$ cat config.mk
export PLATFORM = sky130hd
export DESIGN_NAME = vf_scaler_flat
export DESIGN_NICKNAME = d
export VERILOG_FILES = /design/src/rtl/vf_scaler_if.sv /design/src/rtl/vf_scaler.sv /design/src/flat_wrapper.sv
export SDC_FILE = /design/constraint.sdc
export NUM_CORES = 1
export LEC_CHECK = 0
export CORE_UTILIZATION = 40
export CTS_CLUSTER_SIZE = 8
export DETAILED_ROUTE_END_ITERATION = 10
export GPL_TIMING_DRIVEN = 0
export SYNTH_ARGS = -nofsm -noshare
export SYNTH_HDL_FRONTEND = slang
export SYNTH_SLANG_ARGS = --single-unit
$ cat constraint.sdc
create_clock -name clk -period 9.35 [get_ports clk]
set_input_delay 0.935 -clock clk [delete_from_list [all_inputs] [get_ports clk]]
set_output_delay 0.935 -clock clk [all_outputs]
set_load 0.03 [all_outputs]
$ cat src/rtl/vf_scaler_if.sv
// Sample, command and status bundle between the sine generator/controller and the V/f scaler.
// The slave modport is the scaler side; the master side drives samples and the frequency command.
interface vf_scaler_if #(
    parameter int CH = 3,
    parameter int DW = 7,
    parameter int FW = 7
);
    logic               run;
    logic [FW-1:0]      freq_cmd;
    logic               in_valid;
    logic [CH*DW-1:0]   in_data;
    logic               out_valid;
    logic [CH*DW-1:0]   out_data;
    logic [FW-1:0]      freq_act;
    logic               at_speed;

    modport master (
        output run, freq_cmd, in_valid, in_data,
        input  out_valid, out_data, freq_act, at_speed
    );

    modport slave (
        input  run, freq_cmd, in_valid, in_data,
        output out_valid, out_data, freq_act, at_speed
    );
endinterface

$ cat src/rtl/vf_scaler.sv
// V/f amplitude scaler: slew-limited frequency ramp, boosted/clamped gain, CH samples scaled by gain/F_BASE.
// Latency 3 clocks (S1 capture, S2 multiply, S3 divide); no backpressure, one beat accepted every clock.
module vf_scaler #(
    parameter int CH        = 3,
    parameter int DW        = 7,
    parameter int FW        = 7,
    parameter int F_BASE    = 50,
    parameter int V_BOOST   = 5,
    parameter int RAMP_DIV  = 4,
    parameter int RAMP_STEP = 1
) (
    input  logic        clk,
    input  logic        rst,
    vf_scaler_if.slave  bus
);
    localparam int PW = DW + FW;
    localparam int CW = (RAMP_DIV > 1) ? $clog2(RAMP_DIV) : 1;

    localparam logic [CW-1:0] CNT_LAST = CW'(RAMP_DIV - 1);
    localparam logic [FW-1:0] STEP     = FW'(RAMP_STEP);
    localparam logic [FW-1:0] BASE     = FW'(F_BASE);
    localparam logic [FW-1:0] BOOST    = FW'(V_BOOST);
    localparam logic [PW-1:0] DIV      = PW'(F_BASE);

    logic [CW-1:0]          cnt_q, cnt_d;
    logic [FW-1:0]          freq_q, freq_d;
    logic                   at_speed_q, at_speed_d;
    logic [FW-1:0]          tgt, diff, gain;
    logic                   tick;

    logic                   s1_vld_q, s1_vld_d;
    logic [CH*DW-1:0]       s1_dat_q, s1_dat_d;
    logic [FW-1:0]          s1_gain_q, s1_gain_d;
    logic                   s2_vld_q, s2_vld_d;
    logic [CH-1:0][PW-1:0]  s2_prod_q, s2_prod_d;
    logic                   out_vld_q, out_vld_d;
    logic [CH*DW-1:0]       out_dat_q, out_dat_d;

    // Ramp: step toward the effective target once per prescaler wrap, never past it.
    always_comb begin
        tgt    = bus.run ? bus.freq_cmd : '0;
        tick   = (cnt_q == CNT_LAST);
        cnt_d  = tick ? '0 : cnt_q + 1'b1;
        freq_d = freq_q;
        diff   = '0;
        if (tick) begin
            if (freq_q < tgt) begin
                diff   = tgt - freq_q;
                freq_d = freq_q + ((diff > STEP) ? STEP : diff);
            end else if (freq_q > tgt) begin
                diff   = freq_q - tgt;
                freq_d = freq_q - ((diff > STEP) ? STEP : diff);
            end
        end
        at_speed_d = (freq_d == tgt);
    end

    always_comb begin
        if (freq_q == '0) begin
            gain = '0;
        end else if (freq_q < BOOST) begin
            gain = BOOST;
        end else if (freq_q > BASE) begin
            gain = BASE;
        end else begin
            gain = freq_q;
        end
    end

    // Data registers load only on valid beats so out_data holds through bubbles.
    always_comb begin
        s1_vld_d  = bus.in_valid;
        s1_dat_d  = bus.in_valid ? bus.in_data : s1_dat_q;
        s1_gain_d = bus.in_valid ? gain : s1_gain_q;

        s2_vld_d  = s1_vld_q;
        s2_prod_d = s2_prod_q;
        for (int k = 0; k < CH; k++) begin
            if (s1_vld_q) begin
                s2_prod_d[k] = PW'(s1_dat_q[k*DW +: DW]) * PW'(s1_gain_q);
            end
        end

        out_vld_d = s2_vld_q;
        out_dat_d = out_dat_q;
        for (int k = 0; k < CH; k++) begin
            if (s2_vld_q) begin
                out_dat_d[k*DW +: DW] = DW'(s2_prod_q[k] / DIV);
            end
        end
    end

    always_ff @(posedge clk or posedge rst) begin
        if (rst) begin
            cnt_q      <= '0;
            freq_q     <= '0;
            at_speed_q <= 1'b0;
            s1_vld_q   <= 1'b0;
            s1_dat_q   <= '0;
            s1_gain_q  <= '0;
            s2_vld_q   <= 1'b0;
            s2_prod_q  <= '0;
            out_vld_q  <= 1'b0;
            out_dat_q  <= '0;
        end else begin
            cnt_q      <= cnt_d;
            freq_q     <= freq_d;
            at_speed_q <= at_speed_d;
            s1_vld_q   <= s1_vld_d;
            s1_dat_q   <= s1_dat_d;
            s1_gain_q  <= s1_gain_d;
            s2_vld_q   <= s2_vld_d;
            s2_prod_q  <= s2_prod_d;
            out_vld_q  <= out_vld_d;
            out_dat_q  <= out_dat_d;
        end
    end

    assign bus.out_valid = out_vld_q;
    assign bus.out_data  = out_dat_q;
    assign bus.freq_act  = freq_q;
    assign bus.at_speed  = at_speed_q;
endmodule

$ cat src/flat_wrapper.sv
// flat-port wrapper written by rule: the top's interface ports become plain ports
module vf_scaler_flat 
#(
    parameter int CH        = 3,
    parameter int DW        = 7,
    parameter int FW        = 7,
    parameter int F_BASE    = 50,
    parameter int V_BOOST   = 5,
    parameter int RAMP_DIV  = 4,
    parameter int RAMP_STEP = 1
)
  (clk, rst, bus_run, bus_freq_cmd, bus_in_valid, bus_in_data, bus_out_valid, bus_out_data, bus_freq_act, bus_at_speed);
  vf_scaler_if #(.CH(CH), .DW(DW), .FW(FW)) bus_i ();
  input  logic clk;
  input  logic rst;
  input wire logic [$bits(bus_i.run)-1:0] bus_run;
  input wire logic [$bits(bus_i.freq_cmd)-1:0] bus_freq_cmd;
  input wire logic [$bits(bus_i.in_valid)-1:0] bus_in_valid;
  input wire logic [$bits(bus_i.in_data)-1:0] bus_in_data;
  output wire logic [$bits(bus_i.out_valid)-1:0] bus_out_valid;
  output wire logic [$bits(bus_i.out_data)-1:0] bus_out_data;
  output wire logic [$bits(bus_i.freq_act)-1:0] bus_freq_act;
  output wire logic [$bits(bus_i.at_speed)-1:0] bus_at_speed;
  assign bus_i.run = bus_run;
  assign bus_i.freq_cmd = bus_freq_cmd;
  assign bus_i.in_valid = bus_in_valid;
  assign bus_i.in_data = bus_in_data;
  assign bus_out_valid = bus_i.out_valid;
  assign bus_out_data = bus_i.out_data;
  assign bus_freq_act = bus_i.freq_act;
  assign bus_at_speed = bus_i.at_speed;
  vf_scaler #(.CH(CH), .DW(DW), .FW(FW), .F_BASE(F_BASE), .V_BOOST(V_BOOST), .RAMP_DIV(RAMP_DIV), .RAMP_STEP(RAMP_STEP)) u_core (.clk(clk), .rst(rst), .bus(bus_i));
endmodule
==> impl_metrics.env, run 1 <==
export IMPL_synth_edf_count=0
export IMPL_synth_top_area_frac=0.175
export IMPL_setup_tns_ps=0
export IMPL_postCtsSetupBuffers=0
export IMPL_layout_nets=2045
export IMPL_ff2ff_setup_slack_ps=3460
export IMPL_timing_hold_ws_ps=372
export IMPL_grt_pass1_vias=12200
export IMPL_synth_cells=1734
export IMPL_cts_buffers=9
export IMPL_fin_crit_ps=5890
export IMPL_final_util=0.450
export IMPL_tritoncts="yes"
export IMPL_clock_fmax_mhz=170
export IMPL_synth_yosys_seq_area_share=0.175
export IMPL_r2r_cells=19
export IMPL_yosysUniqueCellTypes=134
export IMPL_hp_class="flip-flop to flip-flop"
export IMPL_drt_iter0_drc=929
export IMPL_vias=12800
export IMPL_coreArea_mm2=0.0356
export IMPL_grt_overflow=0
export IMPL_grtUsageMet2=0.343
export IMPL_cp_end_kind="flip-flop"
export IMPL_antenna_found_initial=2
export IMPL_critPathLaunch="u_core.s2_prod_q[22]"
export IMPL_synth_async_reset_ratio=1.00
export IMPL_worstPathMaxFanout=10
export IMPL_postRouteAntennaNets=0
export IMPL_synth_main_ff_cell="dfrtp_1"
export IMPL_grt_use_total=0.210
export IMPL_routedWlPerCell_um=16.4
export IMPL_reg2reg_from="u_core.s2_prod_q[22]"
export IMPL_period_share=0.630
export IMPL_htree_levels=3
export IMPL_relSlewSlack=0.364
export IMPL_setup_viol=0
export IMPL_synth_top_area_cell="dfrtp_1"
export IMPL_rsz0062_at_grt="no"
export IMPL_die_height_um=192
export IMPL_clk_latency_ps=370
export IMPL_cts_sinks=101
export IMPL_place_ws_ps=3550
export IMPL_tightest_slew_ps=954
export IMPL_cts_root_to_sink_buffers=2
export IMPL_met1_usage=0.294
export IMPL_cts_hold_buf=0
export IMPL_status="finished, final reports clean"
export IMPL_ios=62
export IMPL_drv_cap=0
export IMPL_start_util=0.406
export IMPL_yosys_warnings=0
export IMPL_grtUsageMet3=0.0196
export IMPL_row_count=69
export IMPL_finClkSkew_ps=12.5
export IMPL_cts_resized_gates=0
export IMPL_drcViolationCount=0
export IMPL_grt_max_degree=53
export IMPL_yosys_top_cells_area="dfrtp_1, fa_1, ha_1"
export IMPL_grt_pass1_wl_um=62300
export IMPL_busiest_layer="met2"
export IMPL_gp_congestion=0.912
export IMPL_cp_arrival_ps=6140
export IMPL_clockRootBuffer="clkbuf_16"
export IMPL_wirelength_um=37600
export IMPL_setup_slack_ps=3460
export IMPL_die_w_um=192
export IMPL_syn_avg_cell_area_um2=8.33
export IMPL_critPathLaunchType="flip-flop"
export IMPL_ys_ff_latch=101
export IMPL_criticalPathCategory="flip-flop to flip-flop"
export IMPL_area_growth_syn_to_layout_pct=10.7
export IMPL_hpwl_um=29300
export IMPL_portBuffers=61
export IMPL_crit_required_ps=9600
export IMPL_clkTransAtPathRegs_ps=70
export IMPL_drive_gt1_frac=0.102
export IMPL_first_pass_iters=7
export IMPL_fillers=3575
export IMPL_hold_viol_final=0
export IMPL_viasPerCell=5.61
export IMPL_r2r_end="u_core.bus.out_data[7]"
export IMPL_die_area_mm2=0.0369
export IMPL_worstSetupEndpoint="u_core.bus.out_data[7]"
export IMPL_report_final_slew_viol_count=0
export IMPL_syn_area_mm2=0.0144
## cells in the mapped netlist (all sizes together), types with 23 or more instances
cell	number
nand3	25
buf	37
o21bai	29
nor2	101
ha	120
clkbuf	51
xnor2	73
dfrtp	101
fa	76
and2	72
o211ai	23
o21ai	86
a21oi	109
a21o	27
nand2	191
nor3	40
inv	163
mux2	42
## area by class of cell
class	count	area, um2	area share
Inverter	165	622	0.0389
Clock buffer	10	229	0.0143
Multi-Input combinational cell	1390	10900	0.679
Buffer	88	470	0.0294
Clock inverter	6	62.6	0.00391
Sequential cell	101	2530	0.158
Timing Repair Buffer	62	638	0.0399
Antenna cell	2	5.00	0.000313
Tap cell	461	577	0.0361
## per-stage QoR
step / instances / instance area, um2
after floorplan: 1744 / 14500
after global placement: 2266 / 15700
after detailed placement: 2267 / 15700
after CTS: 2283 / 16000
after global routing: 2284 / 16000
final: 2285 / 16000
## worst min-delay path by stage
stage / end / start / slack [ps] / cells past startpoint
2_1_floorplan: u_core.out_vld_d / u_core.s1_vld_q / 350 / 0
3_3_place_gp: u_core.out_vld_d / u_core.s1_vld_q / 360 / 0
3_5_place_dp: u_core.out_vld_d / u_core.s1_vld_q / 360 / 0
4_1_cts: u_core.out_vld_d / u_core.s1_vld_q / 370 / 0
5_1_grt: u_core.out_vld_d / u_core.s1_vld_q / 400 / 0
6_report: u_core.out_vld_d / u_core.s1_vld_q / 370 / 0
## flip-flops by register name, summed over array words and instances (netlist names)
name,flops
u_core.out_vld_d,1
u_core.bus.out_data,21
u_core.s1_gain_q,7
u_core.bus.freq_act,7
u_core.s1_dat_q,21
u_core.s2_prod_q,39
u_core.bus.at_speed,1
u_core.s1_vld_q,1
u_core.cnt_q,2
u_core.bus.out_valid,1
## placed cells by master, fill, tap and decap left out, drive strengths merged, types with 9 or more instances in the layout
cell type and count:
ha 120, nand4 11, clkbuf 61, o211ai 23, fa 76, nand2b 21, a31oi 19, o31ai 9
mux2i 20, inv 164, a211oi 20, nor2b 20, nand2 191, o31a 9, buf 38, a21oi 109
nor2 101, dfrtp 101, conb 12, o21bai 29, or2 14, a21o 27, a21boi 10, or3 22
o22ai 18, mux2 42, xnor2 73, and3 9, xor2 12, and2 72, o21ai 86, nand3 25
clkdlybuf4s50 61, nor4 11, nor3 40
## cell families (layout without fill, tap and decap cells)
family,Yosys count,count (layout),share of synthesized area
xor gates and xnor gates,85,85,0.0521
DFF,101,101,0.175
buffers and inverters,253,331,0.0755
muxes,63,63,0.0487
other,2,14,0.000520
adders and majority gates,197,197,0.210
AOI/OAI and AO/OA,473,473,0.240
and+or+nand+nor,560,560,0.198
## worst max-delay path, cell delays in order (launching register included)
cell	delay, ps
dfrtp_1	460
buf_2	230
o21bai_1	200
o22ai_1	100
a221oi_1	730
a311oi_2	170
xnor2_1	320
o31a_1	350
mux2_4	370
a211oi_2	220
mux2i_1	570
or3_1	210
o211ai_1	190
or3_1	410
a21oi_1	340
nor3_1	110
a211oi_1	240
mux2i_1	110
a31o_1	210
o221a_1	220
## per-layer routing
layer,routed length (um),share of wire,up-vias
met5,0,0,-
met4,791,0.021,0
met3,1290,0.034,32
met2,17400,0.46,271
met1,18100,0.48,6228
li1,-,-,6282
Power of run 1 is not shown: default switching activity piles up to over one toggle a cycle in this logic, so the estimate is an artifact.
==> run 2: changes to the inputs <==
==> constraint.sdc (replaced) <==
create_clock -name clk -period 5.6 [get_ports clk]
set_input_delay 0.56 -clock clk [delete_from_list [all_inputs] [get_ports clk]]
set_output_delay 0.56 -clock clk [all_outputs]
set_load 0.03 [all_outputs]
==> run 2 against run 1 <==
Net effect: die area unchanged; final cell count increased by 0.39%; sequential share of layout area decreased by 0.29 points; count of clock-buffer cells in the layout unchanged; setup slack got worse by 3200 ps; critical path depth unchanged; critical endpoint unchanged; register-to-register slack got worse by 3200 ps; core utilization increased by 0.83 points.
==> impl_metrics.env, run 2 (synthesis gave the netlist of run 1 again) <==
export IMPL_grt_pass1_wl_um=62400
export IMPL_hpwl_um=29300
export IMPL_setup_tns_ps=0
export IMPL_period_share=0.956
export IMPL_wirelength_um=37800
export IMPL_gp_congestion=0.912
export IMPL_timing_hold_ws_ps=373
export IMPL_fin_crit_ps=5350
export IMPL_largest_reg_flops=39
export IMPL_report_final_slew_viol_count=0
export IMPL_vias=12800
export IMPL_drv_cap=0
export IMPL_seq_area_mm2=0.00253
export IMPL_max_stage_delay_ps=420
export IMPL_cp_end_kind="flip-flop"
export IMPL_relSlewSlack=0.369
export IMPL_hp_class="flip-flop to flip-flop"
export IMPL_die_area_mm2=0.0369
export IMPL_antenna_found_initial=2
export IMPL_drive_gt1_frac=0.125
export IMPL_cts_sinks=101
export IMPL_clk_latency_ps=370
export IMPL_crit_path_cell_trace="buf_2 -> o31a_1 -> o22ai_4 -> mux2i_4 -> a221o_1 -> a22o_1 -> o31a_1 -> mux2_4 -> a211oi_4 -> mux2i_4 -> or3_1 -> o211ai_1 -> or3_4 -> and2_1 -> o21a_1 -> a211oi_1 -> mux2i_1 -> a31o_1 -> o221a_1"
export IMPL_grt_use_total=0.210
export IMPL_mostFrequentLayoutCells="nand2_1, inv_1, ha_1"
export IMPL_start_util=0.406
export IMPL_cts_root_to_sink_buffers=2
export IMPL_critPathBufInv=1
export IMPL_rsz0062_at_grt="yes"
export IMPL_grt_max_degree=53
export IMPL_drcViolationCount=0
export IMPL_first_pass_iters=5
export IMPL_status="finished, final reports clean"
export IMPL_critPathLaunchType="flip-flop"
export IMPL_clkTransAtPathRegs_ps=70
export IMPL_clock_fmax_mhz=187
export IMPL_place_area_mm2=0.0157
export IMPL_setup_viol=0
export IMPL_die_height_um=192
export IMPL_layout_nets=2054
export IMPL_fillers=3552
export IMPL_worst_path_max_delay_cell="or3_4"
export IMPL_row_count=69
export IMPL_final_common_cell="nand2_1"
export IMPL_area_growth_syn_to_layout_pct=12.8
export IMPL_final_cells=2294
export IMPL_routedWlPerCell_um=16.5
export IMPL_grt_overflow=0
export IMPL_tritoncts="yes"
export IMPL_largest_register="u_core.s2_prod_q"
export IMPL_grt_pass1_vias=12200
export IMPL_die_w_um=192
export IMPL_worstPathMaxFanout=10
export IMPL_tightest_slew_ps=946
export IMPL_htree_levels=3
export IMPL_fin_area_mm2=0.0163
export IMPL_coreArea_mm2=0.0356
export IMPL_multi_input_area_mm2=0.0111
export IMPL_hold_viol_final=0
export IMPL_viasPerCell=5.60
export IMPL_cts_hold_buf=0
export IMPL_portBuffers=61
export IMPL_cp_arrival_ps=5600
export IMPL_crit_required_ps=5850
export IMPL_clockRootBuffer="clkbuf_16"
export IMPL_dp_cells=2267
export IMPL_postRouteAntennaNets=0
export IMPL_finClkSkew_ps=12.3
export IMPL_ios=62
export IMPL_criticalPathCategory="flip-flop to flip-flop"
export IMPL_drt_iter0_drc=830
export IMPL_cts_buffers=9
export IMPL_path_delay_family="compound AO/OA/AOI/OAI gates"
[run 2: cell count changes in the layout (fill, tap and decap cells not counted), sizes merged]
cell    previous run  this run
clkbuf            61        62
buf               38        46
[run 2: repair_timing]
action / 4_1_cts / 5_1_grt
gates resized for setup: 2 / 43
buffers inserted: 0 / 9
setup endpoints to repair: 1 / 5
pin swaps: 0 / 5
[run 2: worst register-to-register path, delay by kind of cell, from the launching register on]
kind                   cells  cell delay, ps
and+or+nand+nor            3             790
buffers and inverters      1             180
muxes                      4            1020
AOI/OAI and AO/OA         11            2890
DFF                        1             380
[run 2: layer usage]
layer | vias to the layer above | share of wire | track usage
li1 | 6290 | - | -
met5 | - | 0 | 0
met1 | 6241 | 0.48 | 0.295
met2 | 285 | 0.47 | 0.347
met4 | 0 | 0.016 | 0.0527
met3 | 30 | 0.036 | 0.0190
[run 2: stage by stage]
| step | util | setup slack [ps] |
|---|---|---|
| after detailed placement | 0.441 | -204 |
| after CTS | 0.450 | 59.9 |
| after global placement | 0.440 | -114 |
| after floorplan | - | 643 |
| after global routing | 0.458 | -31.6 |
| final | 0.458 | 248 |
[run 2: cell type report]
class | count | area share
Timing Repair Buffer | 71 | 0.0433
Inverter | 165 | 0.0382
Multi-Input combinational cell | 1390 | 0.681
Clock inverter | 6 | 0.00384
Buffer | 88 | 0.0291
Clock buffer | 10 | 0.0141
Sequential cell | 101 | 0.155
Antenna cell | 2 | 0.000307
Tap cell | 461 | 0.0354
[run 2: path summary, 6_finish.rpt]
check	start	to	slack [ps]	depth (start not counted)
worst max register to register	u_core.s2_prod_q[23]	u_core.bus.out_data[7]	250	19
max in group asynchronous	rst	u_core.s1_gain_q[2]	4200	3
worst max-delay path	u_core.s2_prod_q[23]	u_core.bus.out_data[7]	250	19
worst min register to register	u_core.s1_vld_q	u_core.out_vld_d	370	0
min in group asynchronous	rst	u_core.bus.out_data[12]	650	2
worst min-delay path	u_core.s1_vld_q	u_core.out_vld_d	370	0
Power of run 2 is left out for the same reason.
==> run 3: changes to the inputs <==
--- a/config.mk
+++ b/config.mk
@@ -5,10 +5,11 @@
 export SDC_FILE = /design/constraint.sdc
 export NUM_CORES = 1
 export LEC_CHECK = 0
-export CORE_UTILIZATION = 40
+export CORE_UTILIZATION = 55
 export CTS_CLUSTER_SIZE = 8
 export DETAILED_ROUTE_END_ITERATION = 10
 export GPL_TIMING_DRIVEN = 0
+export PLACE_DENSITY = 0.73
 export SYNTH_ARGS = -nofsm -noshare
 export SYNTH_HDL_FRONTEND = slang
 export SYNTH_SLANG_ARGS = --single-unit
==> run 3 against run 2 <==
Net effect: design area shrank 0.58%; register-to-register slack got worse by 60 ps; wire length decreased by 5.0%; fmax shrank 1.2%; final cell count down 5.5%; flip-flop and latch count did not move.
==> impl_metrics.env, run 3 (synthesis gave the netlist of run 1 again) <==
export IMPL_die_height_um=164
export IMPL_crit_path_cell_trace="buf_2 -> or3_4 -> o211ai_4 -> a21oi_2 -> a311oi_4 -> xnor2_1 -> o31a_1 -> mux2_4 -> a211oi_4 -> mux2i_4 -> buf_4 -> a2111oi_2 -> nor3_2 -> buf_4 -> a21oi_4 -> o22ai_1 -> a31oi_1 -> nand2_1 -> a21o_1 -> or2_0 -> o221a_1"
export IMPL_criticalPathCategory="flip-flop to flip-flop"
export IMPL_drive_gt1_frac=0.128
export IMPL_path_common_cell="buf_4"
export IMPL_clkTransAtPathRegs_ps=70
export IMPL_largest_reg_flops=39
export IMPL_cts_sinks=101
export IMPL_r2r_cells=21
export IMPL_finClkSkew_ps=11.3
export IMPL_start_util=0.567
export IMPL_setup_tns_ps=0
export IMPL_place_area_mm2=0.0155
export IMPL_ios=62
export IMPL_hold_path_depth=0
export IMPL_viasPerCell=6.00
export IMPL_die_w_um=164
export IMPL_fin_crit_ps=5410
export IMPL_largest_register="u_core.s2_prod_q"
export IMPL_hpwl_um=27500
export IMPL_htree_levels=3
export IMPL_gp_congestion=0.920
export IMPL_row_count=58
export IMPL_hp_class="flip-flop to flip-flop"
export IMPL_drcViolationCount=0
export IMPL_fin_area_mm2=0.0162
export IMPL_first_pass_iters=6
export IMPL_cp_arrival_ps=5660
export IMPL_status="finished, final reports clean"
export IMPL_max_stage_delay_ps=440
export IMPL_drt_iter0_drc=1103
export IMPL_layout_nets=2061
export IMPL_cts_buffers=9
export IMPL_coreArea_mm2=0.0255
export IMPL_clock_fmax_mhz=185
export IMPL_antenna_found_initial=0
export IMPL_setup_viol=0
export IMPL_cts_root_to_sink_buffers=2
export IMPL_grt_overflow=0
export IMPL_vias=13000
export IMPL_grt_max_degree=55
export IMPL_crit_required_ps=5840
export IMPL_tritoncts="yes"
export IMPL_critPathLaunchType="flip-flop"
export IMPL_routedWlPerCell_um=16.6
export IMPL_mostFrequentLayoutCells="nand2_1, inv_1, ha_1"
export IMPL_die_area_mm2=0.0269
export IMPL_final_common_cell="nand2_1"
export IMPL_clockRootBuffer="clkbuf_16"
export IMPL_period_share=0.967
export IMPL_clk_latency_ps=360
export IMPL_diodes=0
export IMPL_worstPathMaxFanout=10
export IMPL_grt_pass1_vias=12300
export IMPL_postRouteAntennaNets=0
export IMPL_portBuffers=61
export IMPL_wirelength_um=36000
export IMPL_hold_viol_final=0
export IMPL_grt_pass1_wl_um=59500
export IMPL_grt_use_total=0.273
export IMPL_report_final_slew_viol_count=0
export IMPL_tightest_slew_ps=851
export IMPL_drv_cap=0
export IMPL_worst_path_max_delay_cell="or3_4"
export IMPL_relSlewSlack=0.433
export IMPL_area_growth_syn_to_layout_pct=12.1
export IMPL_cp_end_kind="flip-flop"
-- run 3: cell type report --
class                      count  area [um2]
buffer                        88         478
tap                          330         413
timing repair buffer          78         758
clock inverter                 6        86.3
inverter                     165         622
sequential                   101        2530
multi-input combinational   1390       11100
fill                        2219        9280
clock buffer                  10         229
-- run 3: timing repair --
item                       4_1_cts  5_1_grt
gates resized for setup          2       47
pin swaps                        0       10
hold buffers                     0        0
setup endpoints to repair        1        6
gates cloned                     0        0
buffers inserted                 0       16
-- run 3: metrics by stage --
| step | cells | hold WS (ps) | utilization | setup WS, ps |
|---|---|---|---|---|
| after floorplan | 1744 | 352 | - | 643 |
| after global placement | 2135 | 366 | 0.608 | -3.93 |
| after detailed placement | 2136 | 365 | 0.610 | -80.0 |
| after CTS | 2152 | 374 | 0.622 | 16.1 |
| after global routing | 2168 | 395 | 0.636 | -45.1 |
| final | 2168 | 373 | 0.636 | 185 |
-- run 3: worst max-delay path, delay by kind of cell (launching register included) --
kind / cells / cell delay (ps)
compound gates: 11 / 2780
simple gates: 4 / 830
buf+inv: 3 / 520
mux: 2 / 510
flops: 1 / 390
xor+xnor: 1 / 250
-- run 3: routing by layer --
| metal | global-route usage | up-vias | part of all wire |
|---|---|---|---|
| li1 | - | 6298 | - |
| met1 | 0.362 | 6283 | 0.46 |
| met2 | 0.462 | 375 | 0.48 |
| met3 | 0.0318 | 54 | 0.040 |
| met4 | 0.0863 | 0 | 0.020 |
| met5 | 0 | - | 0 |
-- run 3: final timing paths --
check	to	slack [ps]	from
worst max-delay path	u_core.bus.out_data[7]	190	u_core.s2_prod_q[24]
min in group asynchronous	u_core.bus.out_data[14]	680	rst
worst max register to register	u_core.bus.out_data[7]	190	u_core.s2_prod_q[24]
worst min-delay path	u_core.out_vld_d	370	u_core.s1_vld_q
worst min register to register	u_core.out_vld_d	370	u_core.s1_vld_q
max in group asynchronous	u_core.s1_dat_q[14]	4210	rst
Power of run 3 is left out for the same reason.
